File: config.mk
export PLATFORM = sky130hd
export DESIGN_NAME = cordic_phase_sequencer
export DESIGN_NICKNAME = d
export VERILOG_FILES = /design/src/rtl/cordic_phase_sequencer.sv
export SDC_FILE = /design/constraint.sdc
export NUM_CORES = 1
export LEC_CHECK = 0
export CELL_PAD_IN_SITES_DETAIL_PLACEMENT = 0
export CELL_PAD_IN_SITES_GLOBAL_PLACEMENT = 1
export CORE_ASPECT_RATIO = 1.5
export CORE_UTILIZATION = 32
export CTS_BUF_LIST = sky130_fd_sc_hd__clkbuf_8 sky130_fd_sc_hd__clkbuf_16
export DETAILED_ROUTE_END_ITERATION = 16
export PLACE_DENSITY_LB_ADDON = 0.2
export SLEW_MARGIN = 20
export SYNTH_ARGS = -nofsm -noshare
export SYNTH_HDL_FRONTEND = slang
export SYNTH_SLANG_ARGS = --single-unit
File: constraint.sdc
create_clock -name clk_i -period 1.6 [get_ports clk_i]
set_input_delay 0.24 -clock clk_i [delete_from_list [all_inputs] [get_ports clk_i]]
set_output_delay 0.24 -clock clk_i [all_outputs]
set_load 0.1 [all_outputs]
File: src/rtl/cordic_phase_sequencer.sv
// NCO front end for an iterative CORDIC core: folds an accumulated phase into the
// core's convergence range, issues one rotation per sample and unfolds the result.
module cordic_phase_sequencer #(
  parameter int N_FRAC  = 7,
  parameter int X_INIT  = 78,
  parameter int TIMEOUT = 15
) (
  input  logic            clk_i,
  input  logic            rst_i,
  input  logic            enable_i,
  input  logic [N_FRAC:0] phase_step_i,
  output logic [N_FRAC:0] cordic_x_o,
  output logic [N_FRAC:0] cordic_y_o,
  output logic [N_FRAC:0] cordic_z_o,
  output logic            cordic_valid_o,
  input  logic [N_FRAC:0] cordic_x_i,
  input  logic [N_FRAC:0] cordic_y_i,
  input  logic            cordic_valid_i,
  output logic [N_FRAC:0] cos_o,
  output logic [N_FRAC:0] sin_o,
  output logic            sample_valid_o,
  output logic            busy_o,
  output logic            timeout_o
);

  localparam int W  = N_FRAC + 1;
  localparam int CW = (TIMEOUT > 1) ? $clog2(TIMEOUT) : 1;

  localparam logic [W-1:0]  X_SEED   = W'(X_INIT);
  localparam logic [W-1:0]  ZERO_W   = {W{1'b0}};
  localparam logic [CW-1:0] ZERO_CNT = {CW{1'b0}};
  localparam logic [CW-1:0] ONE_CNT  = CW'(1);
  localparam logic [CW-1:0] LAST_CNT = CW'(TIMEOUT - 1);

  typedef enum logic [1:0] {
    ST_IDLE  = 2'd0,
    ST_ISSUE = 2'd1,
    ST_WAIT  = 2'd2
  } state_e;

  // Phase outside [-0.5,+0.5) lies beyond the core's convergence range.
  function automatic logic needs_fold(input logic [W-1:0] p);
    return p[W-1] ^ p[W-2];
  endfunction

  function automatic logic [W-1:0] fold_angle(input logic [W-1:0] p);
    logic [W-1:0] r;
    if (needs_fold(p)) begin
      r = {~p[W-1], p[W-2:0]};
    end else begin
      r = p;
    end
    return r;
  endfunction

  // Two's complement negate with the most negative code clamped to max positive.
  function automatic logic [W-1:0] neg_sat(input logic [W-1:0] v);
    logic [W-1:0] r;
    if (v == {1'b1, {(W-1){1'b0}}}) begin
      r = {1'b0, {(W-1){1'b1}}};
    end else begin
      r = (~v) + {{(W-1){1'b0}}, 1'b1};
    end
    return r;
  endfunction

  state_e        state_q, state_d;
  logic [W-1:0]  phase_q, phase_d;
  logic          fold_q, fold_d;
  logic [CW-1:0] cnt_q, cnt_d;
  logic [W-1:0]  cordic_x_q, cordic_x_d;
  logic [W-1:0]  cordic_y_q, cordic_y_d;
  logic [W-1:0]  cordic_z_q, cordic_z_d;
  logic          cordic_valid_q, cordic_valid_d;
  logic [W-1:0]  cos_q, cos_d;
  logic [W-1:0]  sin_q, sin_d;
  logic          sample_valid_q, sample_valid_d;
  logic          busy_q, busy_d;
  logic          timeout_q, timeout_d;

  // State register.
  always_ff @(posedge clk_i or posedge rst_i) begin
    if (rst_i) begin
      state_q <= ST_IDLE;
    end else begin
      state_q <= state_d;
    end
  end

  // Next-state logic.
  always_comb begin
    state_d = state_q;
    case (state_q)
      ST_IDLE: begin
        if (enable_i) begin
          state_d = ST_ISSUE;
        end else begin
          state_d = ST_IDLE;
        end
      end
      ST_ISSUE: state_d = ST_WAIT;
      ST_WAIT: begin
        if (cordic_valid_i || (cnt_q == LAST_CNT)) begin
          state_d = ST_IDLE;
        end else begin
          state_d = ST_WAIT;
        end
      end
      default: state_d = ST_IDLE;
    endcase
  end

  // Output and datapath next values; capture takes priority over timeout.
  always_comb begin
    phase_d        = phase_q;
    fold_d         = fold_q;
    cnt_d          = cnt_q;
    cordic_x_d     = cordic_x_q;
    cordic_y_d     = cordic_y_q;
    cordic_z_d     = cordic_z_q;
    cordic_valid_d = 1'b0;
    cos_d          = cos_q;
    sin_d          = sin_q;
    sample_valid_d = 1'b0;
    timeout_d      = timeout_q;
    busy_d         = (state_d == ST_ISSUE) || (state_d == ST_WAIT);
    case (state_q)
      ST_IDLE: begin
        if (enable_i) begin
          cordic_x_d     = X_SEED;
          cordic_y_d     = ZERO_W;
          cordic_z_d     = fold_angle(phase_q);
          fold_d         = needs_fold(phase_q);
          cordic_valid_d = 1'b1;
        end else begin
          cordic_valid_d = 1'b0;
        end
      end
      ST_ISSUE: begin
        cnt_d = ZERO_CNT;
      end
      ST_WAIT: begin
        if (cordic_valid_i) begin
          cos_d          = fold_q ? neg_sat(cordic_x_i) : cordic_x_i;
          sin_d          = fold_q ? neg_sat(cordic_y_i) : cordic_y_i;
          sample_valid_d = 1'b1;
          phase_d        = phase_q + phase_step_i;
        end else if (cnt_q == LAST_CNT) begin
          timeout_d = 1'b1;
        end else begin
          cnt_d = cnt_q + ONE_CNT;
        end
      end
      default: begin
        cordic_valid_d = 1'b0;
      end
    endcase
  end

  // Datapath and output registers.
  always_ff @(posedge clk_i or posedge rst_i) begin
    if (rst_i) begin
      phase_q        <= ZERO_W;
      fold_q         <= 1'b0;
      cnt_q          <= ZERO_CNT;
      cordic_x_q     <= ZERO_W;
      cordic_y_q     <= ZERO_W;
      cordic_z_q     <= ZERO_W;
      cordic_valid_q <= 1'b0;
      cos_q          <= ZERO_W;
      sin_q          <= ZERO_W;
      sample_valid_q <= 1'b0;
      busy_q         <= 1'b0;
      timeout_q      <= 1'b0;
    end else begin
      phase_q        <= phase_d;
      fold_q         <= fold_d;
      cnt_q          <= cnt_d;
      cordic_x_q     <= cordic_x_d;
      cordic_y_q     <= cordic_y_d;
      cordic_z_q     <= cordic_z_d;
      cordic_valid_q <= cordic_valid_d;
      cos_q          <= cos_d;
      sin_q          <= sin_d;
      sample_valid_q <= sample_valid_d;
      busy_q         <= busy_d;
      timeout_q      <= timeout_d;
    end
  end

  assign cordic_x_o     = cordic_x_q;
  assign cordic_y_o     = cordic_y_q;
  assign cordic_z_o     = cordic_z_q;
  assign cordic_valid_o = cordic_valid_q;
  assign cos_o          = cos_q;
  assign sin_o          = sin_q;
  assign sample_valid_o = sample_valid_q;
  assign busy_o         = busy_q;
  assign timeout_o      = timeout_q;

endmodule

==> results.md, run 1 <==
* Vias in the first global route at 2075
* Distinct cells, synth at 47
* PwrDens at 2260 nW/um^2
* FMAX at 0.605 GHz
* Routed length per instance at 12.2 microns
* CP max stage cell: clkdlybuf4s50_1
* Top Layer Used: met4
* Setup-failing EPs final at 3
* Core Box Area at 7320 sq um
* Outcome: finished, violations left
* Final WL at 5.64 mm
* CP cell instances: clkdlybuf4s50_1, inv_1, fa_2, nor2b_1, o21ai_2, a21boi_2, or3_1, nand3_1
* Post-synth top flop: dfrtp_1
* RSZ-0062 raised after global routing: yes
* DR vias/cell at 4.56
* Worst Path Arrival at 1850 ps
* Port Buf Inserts at 59
* Met2 WL at 3.02 mm
* Number of flops mapped to enable cells by yosys at 0
* DIE WIDTH at 73.4 microns
* Finished Core Util at 53.8%
* CTS tree: built
* Starting density of the core at 33.5%
* Placed Cells at 451
* Worst vdd ir at 1230 uV
* Startpoint types: primary input
* Dpl ws at -470 ps
* Hpwl dp at 4.18 mm
* Post-DRT Antenna Nets at 0
* Clk sinks at 43
* Cells after synthesis at 260
* Clock Path Buffers at 2
* Ports at 72
* Static Leak at 1.76 nW
* Failing checks: setup timing
* Largest net degree at the start of global routing at 44
* Slew Viols, Final at 0
* Non-Filler Instances at 462
* Slowest cell delay on critical path at 530 ps
* Final #Nets at 401
* Netlist Area Pre-Place at 2450 sq um
* Post-synthesis sequential area ratio at 43.9%
* H-tree Lvls at 2
* Worst-skew pair later-pin latency at 310 ps
* Hold buffers post-CTS at 0
* Total grt overflow at 0
* Fin. Hold Viols at 0
* Seq cells post-synth at 43
* First-pass GRT wire length at 9.40 mm
* Crit Path Class: primary input to register
* Maxcap violations at 0
* Fin crit share at 103%
* Fin crit period at 1650 ps
* Max FO, Critical Path at 3
* Gr usage total at 15.3%
* Worst hold path class: primary input to asynchronous set/reset pin
* Area Overhead vs Synth at 60.8%
* Final WS setup at -52.1 ps
* Worst-path clk slew at 90 ps
* Syn Area/Cell at 9.42 sq um
* First-pass iteration count of the detailed router at 4
* Cell row count at 38
* Via Count at 2108
* Met3 wire len at 183 microns
* CTS buffer count at 5
* Initial antenna violation count at 0
* CP Data Required Time at 1800 ps
* Asr flop ratio synth at 100%
* Synth Warn # at 0
* N_diodes at 0
* Die Ht at 109 microns
* RD Place Congestion at 0.754
* DRC viols at 0
* Drt initial violations at 51
* Skew final at 6.16 ps
* Die area at 8020 sq um
* WL met1 at 2.35 mm
* Share of layout cells above drive strength 1 at 33.7%
* CTS Root Cell: clkbuf_8
* CP endpoint kind: register
stage by stage:
step | hold slack, ps | instance area, sq um | total power [W] | setup TNS [ps]
2_1_floorplan | 334 | 2510 | 0.00575 | 0
3_3_place_gp | 493 | 3720 | 0.00793 | -5740
3_5_place_dp | 491 | 3720 | 0.00797 | -5890
4_1_cts | 271 | 3870 | 0.00884 | -193
5_1_grt | 280 | 3940 | 0.00939 | -379
6_report | 266 | 3940 | 0.00890 | -101
cells by family after synthesis:
group | share of synthesized area, %
AO/OA/AOI/OAI | 14.8
XOR/XNOR | 5.36
adder cells (fa/ha/maj) | 6.44
buffers and inverters | 9.50
flip-flops | 43.9
multiplexers | 3.88
other | 0.153
AND/OR/NAND/NOR | 15.9
worst max-delay path: cells and delay by family:
family | cells | cell delay (ps)
buf+inv | 2 | 610
fa+ha+maj | 1 | 400
simple gates | 3 | 360
compound gates | 2 | 250
where the power goes:
| group | leakage, nW | switching, W | internal (W) | total, W |
|---|---|---|---|---|
| clock | 0.0443 | 0.000425 | 0.000313 | 0.000738 |
| combinational | 1.21 | 0.00369 | 0.00243 | 0.00612 |
| sequential | 0.509 | 0.000485 | 0.00156 | 0.00204 |
path summary, 6_finish.rpt:
check | start | endpoint | slack [ps] | cells past startpoint
min reg2reg | phase_q[7]$_DFFE_PP0N_ | phase_q[7]$_DFFE_PP0N_ | 500 | 1
max in group asynchronous | rst_i | state_q[0]$_DFF_PP0_ | 1100 | 3
min in group clk_i | phase_step_i[0] | phase_q[0]$_DFFE_PP0N_ | 430 | 4
min | rst_i | cordic_z_o[1]$_DFFE_PP0P_ | 270 | 3
max reg2reg | phase_q[0]$_DFFE_PP0N_ | phase_q[6]$_DFFE_PP0N_ | -40 | 8
max | phase_step_i[1] | phase_q[6]$_DFFE_PP0N_ | -50 | 8
Yosys cell counts, types with 2 or more instances:
| master | instances | area share, % |
|---|---|---|
| buf_6 | 2 | 0.92 |
| buf_4 | 15 | 4.6 |
| inv_2 | 3 | 0.46 |
| nor3_1 | 7 | 1.4 |
| o22ai_1 | 2 | 0.51 |
| o21a_1 | 2 | 0.61 |
| a22o_1 | 2 | 0.72 |
| mux2i_1 | 2 | 0.82 |
| buf_2 | 6 | 1.2 |
| o211ai_1 | 2 | 0.61 |
| o31ai_1 | 4 | 1.2 |
| nor2_1 | 23 | 3.5 |
| a211oi_1 | 2 | 0.61 |
| mux2_4 | 2 | 1.2 |
| xor2_1 | 8 | 2.9 |
| mux2_2 | 4 | 1.8 |
| dfrtp_1 | 43 | 44 |
| inv_1 | 15 | 2.3 |
| a21oi_1 | 20 | 4.1 |
| nor3b_1 | 2 | 0.61 |
| nand2b_1 | 2 | 0.51 |
| nand3_1 | 13 | 2.7 |
| o21ai_0 | 15 | 3.1 |
| xnor2_1 | 7 | 2.5 |
| nor2b_1 | 3 | 0.77 |
| ha_1 | 11 | 5.6 |
| nand2_1 | 22 | 3.4 |
| nand3b_1 | 2 | 0.61 |
state kept, by name, summed over array words and instances, names as in the netlist:
register        count
busy_o              1
cnt_q               4
cordic_x_o          1
cordic_z_o          8
cos_o               8
fold_q              1
phase_q             8
sample_valid_o      1
sin_o               8
state_q             2
timeout_o           1
metal layers:
metal,track usage [%],up-vias
li1,-,1064
met1,17.5,996
met4,6.04,0
met2,27.2,40
met3,3.14,8
met5,0,-
timing repair:
action / 4_1_cts / 5_1_grt
setup endpoints to repair: 9 / 9
pin swaps: 2 / 8
gates resized for setup: 9 / 12
setup buffers: 1 / 2
cell type report:
type                            instances  area [sq um]
Fill cell                             693          3380
Tap cell                              100           125
Timing Repair Buffer                  106          1270
Clock buffer                            5          68.8
Multi-Input combinational cell        187          1290
Clock inverter                          3          25.0
Inverter                               18          67.6
Sequential cell                        43          1080
layout by cell type, fill, tap and decap left out, drive strengths merged, types with 3 or more instances in the layout:
master          n
o31ai           5
mux2            6
nor2b           3
buf            79
inv            18
nand3          14
conb           12
dfrtp          43
clkdlybuf4s50  26
xnor2           7
nand2          22
a21oi          20
nor2           23
o21ai          16
nor3            8
clkbuf          5
ha             11
xor2            8
a211oi          3
Power figures use the tool's default switching activity.
==> inputs of run 2 (changes only) <==
- ABC_CLOCK_PERIOD_IN_PS: default -> 1600
- CORE_MARGIN: default -> 5
- GPL_TIMING_DRIVEN: default -> 0
==> run 2 against run 1 <==
Against the previous run:
- the flow still finishes with violations (setup timing)
- worst hold slack better by 23 ps
- clock skew fell by 1.5 ps
- global-route usage decreased by 1.6 points
- design area is 6.0% lower
- critical path depth decreased by 1
- sequential share of layout area up 1.8 points
- clock power grew 30%
- maximum frequency down 0.74%
- combinational power is 12% lower
- register-to-register slack lost 20 ps
- total power shrank 7.4%
==> results.md, run 2 (synthesized netlist as in run 1, its figures left out) <==
* Worst-skew pair later-pin latency at 280 ps (was 310 ps)
* CP endpoint kind: register (unchanged)
* Port Buf Inserts at 59 (unchanged)
* PwrDens at 2220 nW/um^2 (was 2260 nW/um^2)
* CP Data Required Time at 1800 ps (about the same)
* Non-Filler Instances at 456 (was 462)
* Fin crit share at 104% (was 103%)
* Crit Path Class: primary input to register (unchanged)
* DR vias/cell at 4.63 (was 4.56)
* Cell row count at 39 (was 38)
* Switching power total at 0.00447 W (was 0.00460 W)
* Setup TNS at -79.8 ps (was -101 ps)
* Clock Path Buffers at 2 (unchanged)
* Clock share of power at 11.7% (was 8.3%)
* First-pass GRT wire length at 10.1 mm (was 9.40 mm)
* Static Leak at 1.63 nW (was 1.76 nW)
* Die Ht at 117 microns (was 109 microns)
* Die area at 9540 sq um (was 8020 sq um)
* Startpoint types: primary input (unchanged)
* Relative slew margins at 62.6%
* First-pass iteration count of the detailed router at 4 (unchanged)
* Placed Cells at 433 (was 451)
* CTS tree: built (unchanged)
* Total grt overflow at 0 (unchanged)
* CTS Root Cell: clkbuf_16 (was clkbuf_8)
* CTS buffer count at 5 (unchanged)
* Skew final at 4.67 ps (was 6.16 ps)
* H-tree Lvls at 2 (unchanged)
* Initial antenna violation count at 0 (unchanged)
* Final WL at 6.08 mm (was 5.64 mm)
* Largest net degree at the start of global routing at 27 (was 44)
* Sw Ratio at 54.3% (was 51.7%)
* Gr usage total at 13.6% (was 15.3%)
* Drt initial violations at 80 (was 51)
* N_diodes at 0 (unchanged)
* Worst Tran Pin Value at 563 ps
* FMAX at 0.601 GHz (was 0.605 GHz)
* Worst-path clk slew at 60 ps (was 90 ps)
* Worst Path Arrival at 1860 ps (was 1850 ps)
* Maxcap violations at 0 (unchanged)
* Critical path depth at 7 (was 8)
* FF-to-FF path depth at 6 (was 8)
* Routed length per instance at 13.3 microns (was 12.2 microns)
* Final #Nets at 393 (was 401)
* CP max stage cell: clkdlybuf4s50_1 (unchanged)
* Outcome: finished, violations left (unchanged)
* Worst hold path class: primary input to asynchronous set/reset pin (unchanged)
* Starting density of the core at 32.4% (was 33.5%)
* Logic pwr share at 65.4% (was 68.8%)
* Worst vdd ir at 1340 uV (was 1230 uV)
* Final WS setup at -64.5 ps (was -52.1 ps)
* Most frequent cells in the layout: 39 x dfrtp_1, 32 x buf_4, 31 x clkdlybuf4s15_2 (was 46 x buf_4, 40 x dfrtp_1, 33 x buf_12)
* Slowest cell delay on critical path at 450 ps (was 530 ps)
* DIE WIDTH at 81.4 microns (was 73.4 microns)
* DRC viols at 0 (unchanged)
* Area Overhead vs Synth at 51.2% (was 60.8%)
* Commonest non-fill, non-tap cell in the layout: dfrtp_1 (was buf_4)
* Fill cells at 734 (was 693)
* Core Box Area at 7560 sq um (was 7320 sq um)
* Fin. Hold Viols at 0 (unchanged)
* R2r setup slk at -60 ps (was -40 ps)
* RD Place Congestion at 0.755 (was 0.754)
* P_int at 0.00377 W (was 0.00430 W)
* Slew Viols, Final at 0 (unchanged)
* CP cell instances: clkdlybuf4s50_1, ha_4, nand3_2, o211ai_1, nor2_1, a221oi_2, xnor2_1 (was clkdlybuf4s50_1, inv_1, fa_2, nor2b_1, o21ai_2, a21boi_2, or3_1, nand3_1)
* Fin crit period at 1660 ps (was 1650 ps)
* RSZ-0062 raised after global routing: yes (unchanged)
* Via Count at 2111 (was 2108)
* Register share of total power at 22.9% (about the same)
* Hpwl dp at 4.45 mm (was 4.18 mm)
* Vias in the first global route at 2170 (was 2075)
* WP buf/inv at 1 (was 2)
* Dpl ws at -522 ps (was -470 ps)
* Crit-path leading delay family: compound AO/OA/AOI/OAI gates (was buffers and inverters)
* Post-DRT Antenna Nets at 0 (unchanged)
* Ports at 72 (unchanged)
* Max FO, Critical Path at 3 (unchanged)
* Clk sinks at 43 (unchanged)
* Share of layout cells above drive strength 1 at 34.5% (was 33.7%)
* Failing checks: setup timing (unchanged)
* Setup-failing EPs final at 2 (was 3)
==> run 2: cell type report <==
cell class	count	area [sq um]	share of cell area [%]
Timing Repair Buffer	75	756	20.4
Clock inverter	3	11.3	0.304
Clock buffer	5	125	3.38
Multi-Input combinational cell	187	1360	36.7
Sequential cell	43	1080	29.3
Tap cell	102	128	3.45
Buffer	23	170	4.59
Inverter	18	72.6	1.96
==> run 2: worst paths after layout <==
kind,from,to
hold reg to reg,timeout_o$_DFFE_PP0P_,timeout_o$_DFFE_PP0P_
setup reg to reg,phase_q[4]$_DFFE_PP0N_,phase_q[7]$_DFFE_PP0N_
max in group asynchronous,rst_i,state_q[0]$_DFF_PP0_
setup / recovery,phase_step_i[3],phase_q[7]$_DFFE_PP0N_
hold / removal,rst_i,cordic_z_o[2]$_DFFE_PP0P_
min in group clk_i,cordic_y_i[1],sin_o[1]$_DFFE_PP0N_
==> run 2: worst reg2reg max path: cells and delay by family (launching register included) <==
family | cells | cell delay, ps
xor+xnor | 1 | 150
compound gates | 2 | 560
flops | 1 | 410
simple gates | 2 | 160
fa+ha+maj | 1 | 300
==> run 2: per-stage QoR <==
step / cell area, sq um / utilization (%) / power (W) / hold slack [ps]
after detailed placement: 3250 / 42.9 / 0.00692 / 460
after global routing: 3700 / 49.0 / 0.00874 / 326
final: 3700 / 49.0 / 0.00824 / 289
after CTS: 3560 / 47.1 / 0.00811 / 300
after floorplan: 2510 / - / 0.00575 / 334
after global placement: 3230 / 42.7 / 0.00688 / 443
==> run 2: timing repair <==
item / CTS / global route
hold buffers: 0 / 0
pin swaps: 14 / 23
setup buffers: 9 / 6
gates resized for setup: 117 / 25
endpoints found under the setup margin: 51 / 25
==> run 2: power groups by stage <==
stage                     clock network (W)  registers, W  logic [W]
after floorplan                           0       0.00412    0.00164
after global placement                    0       0.00188    0.00500
after detailed placement                  0       0.00190    0.00501
after CTS                          0.000988       0.00189    0.00523
after global routing                0.00103       0.00196    0.00575
final                              0.000960       0.00189    0.00539
==> run 2: metal layers <==
layer | share of wire [%] | up-vias | GRT usage [%]
li1 | - | 1052 | -
met1 | 40 | 1004 | 14.7
met2 | 54 | 47 | 25.8
met3 | 4.0 | 8 | 3.06
met4 | 1.4 | 0 | 4.28
met5 | 0 | - | 0
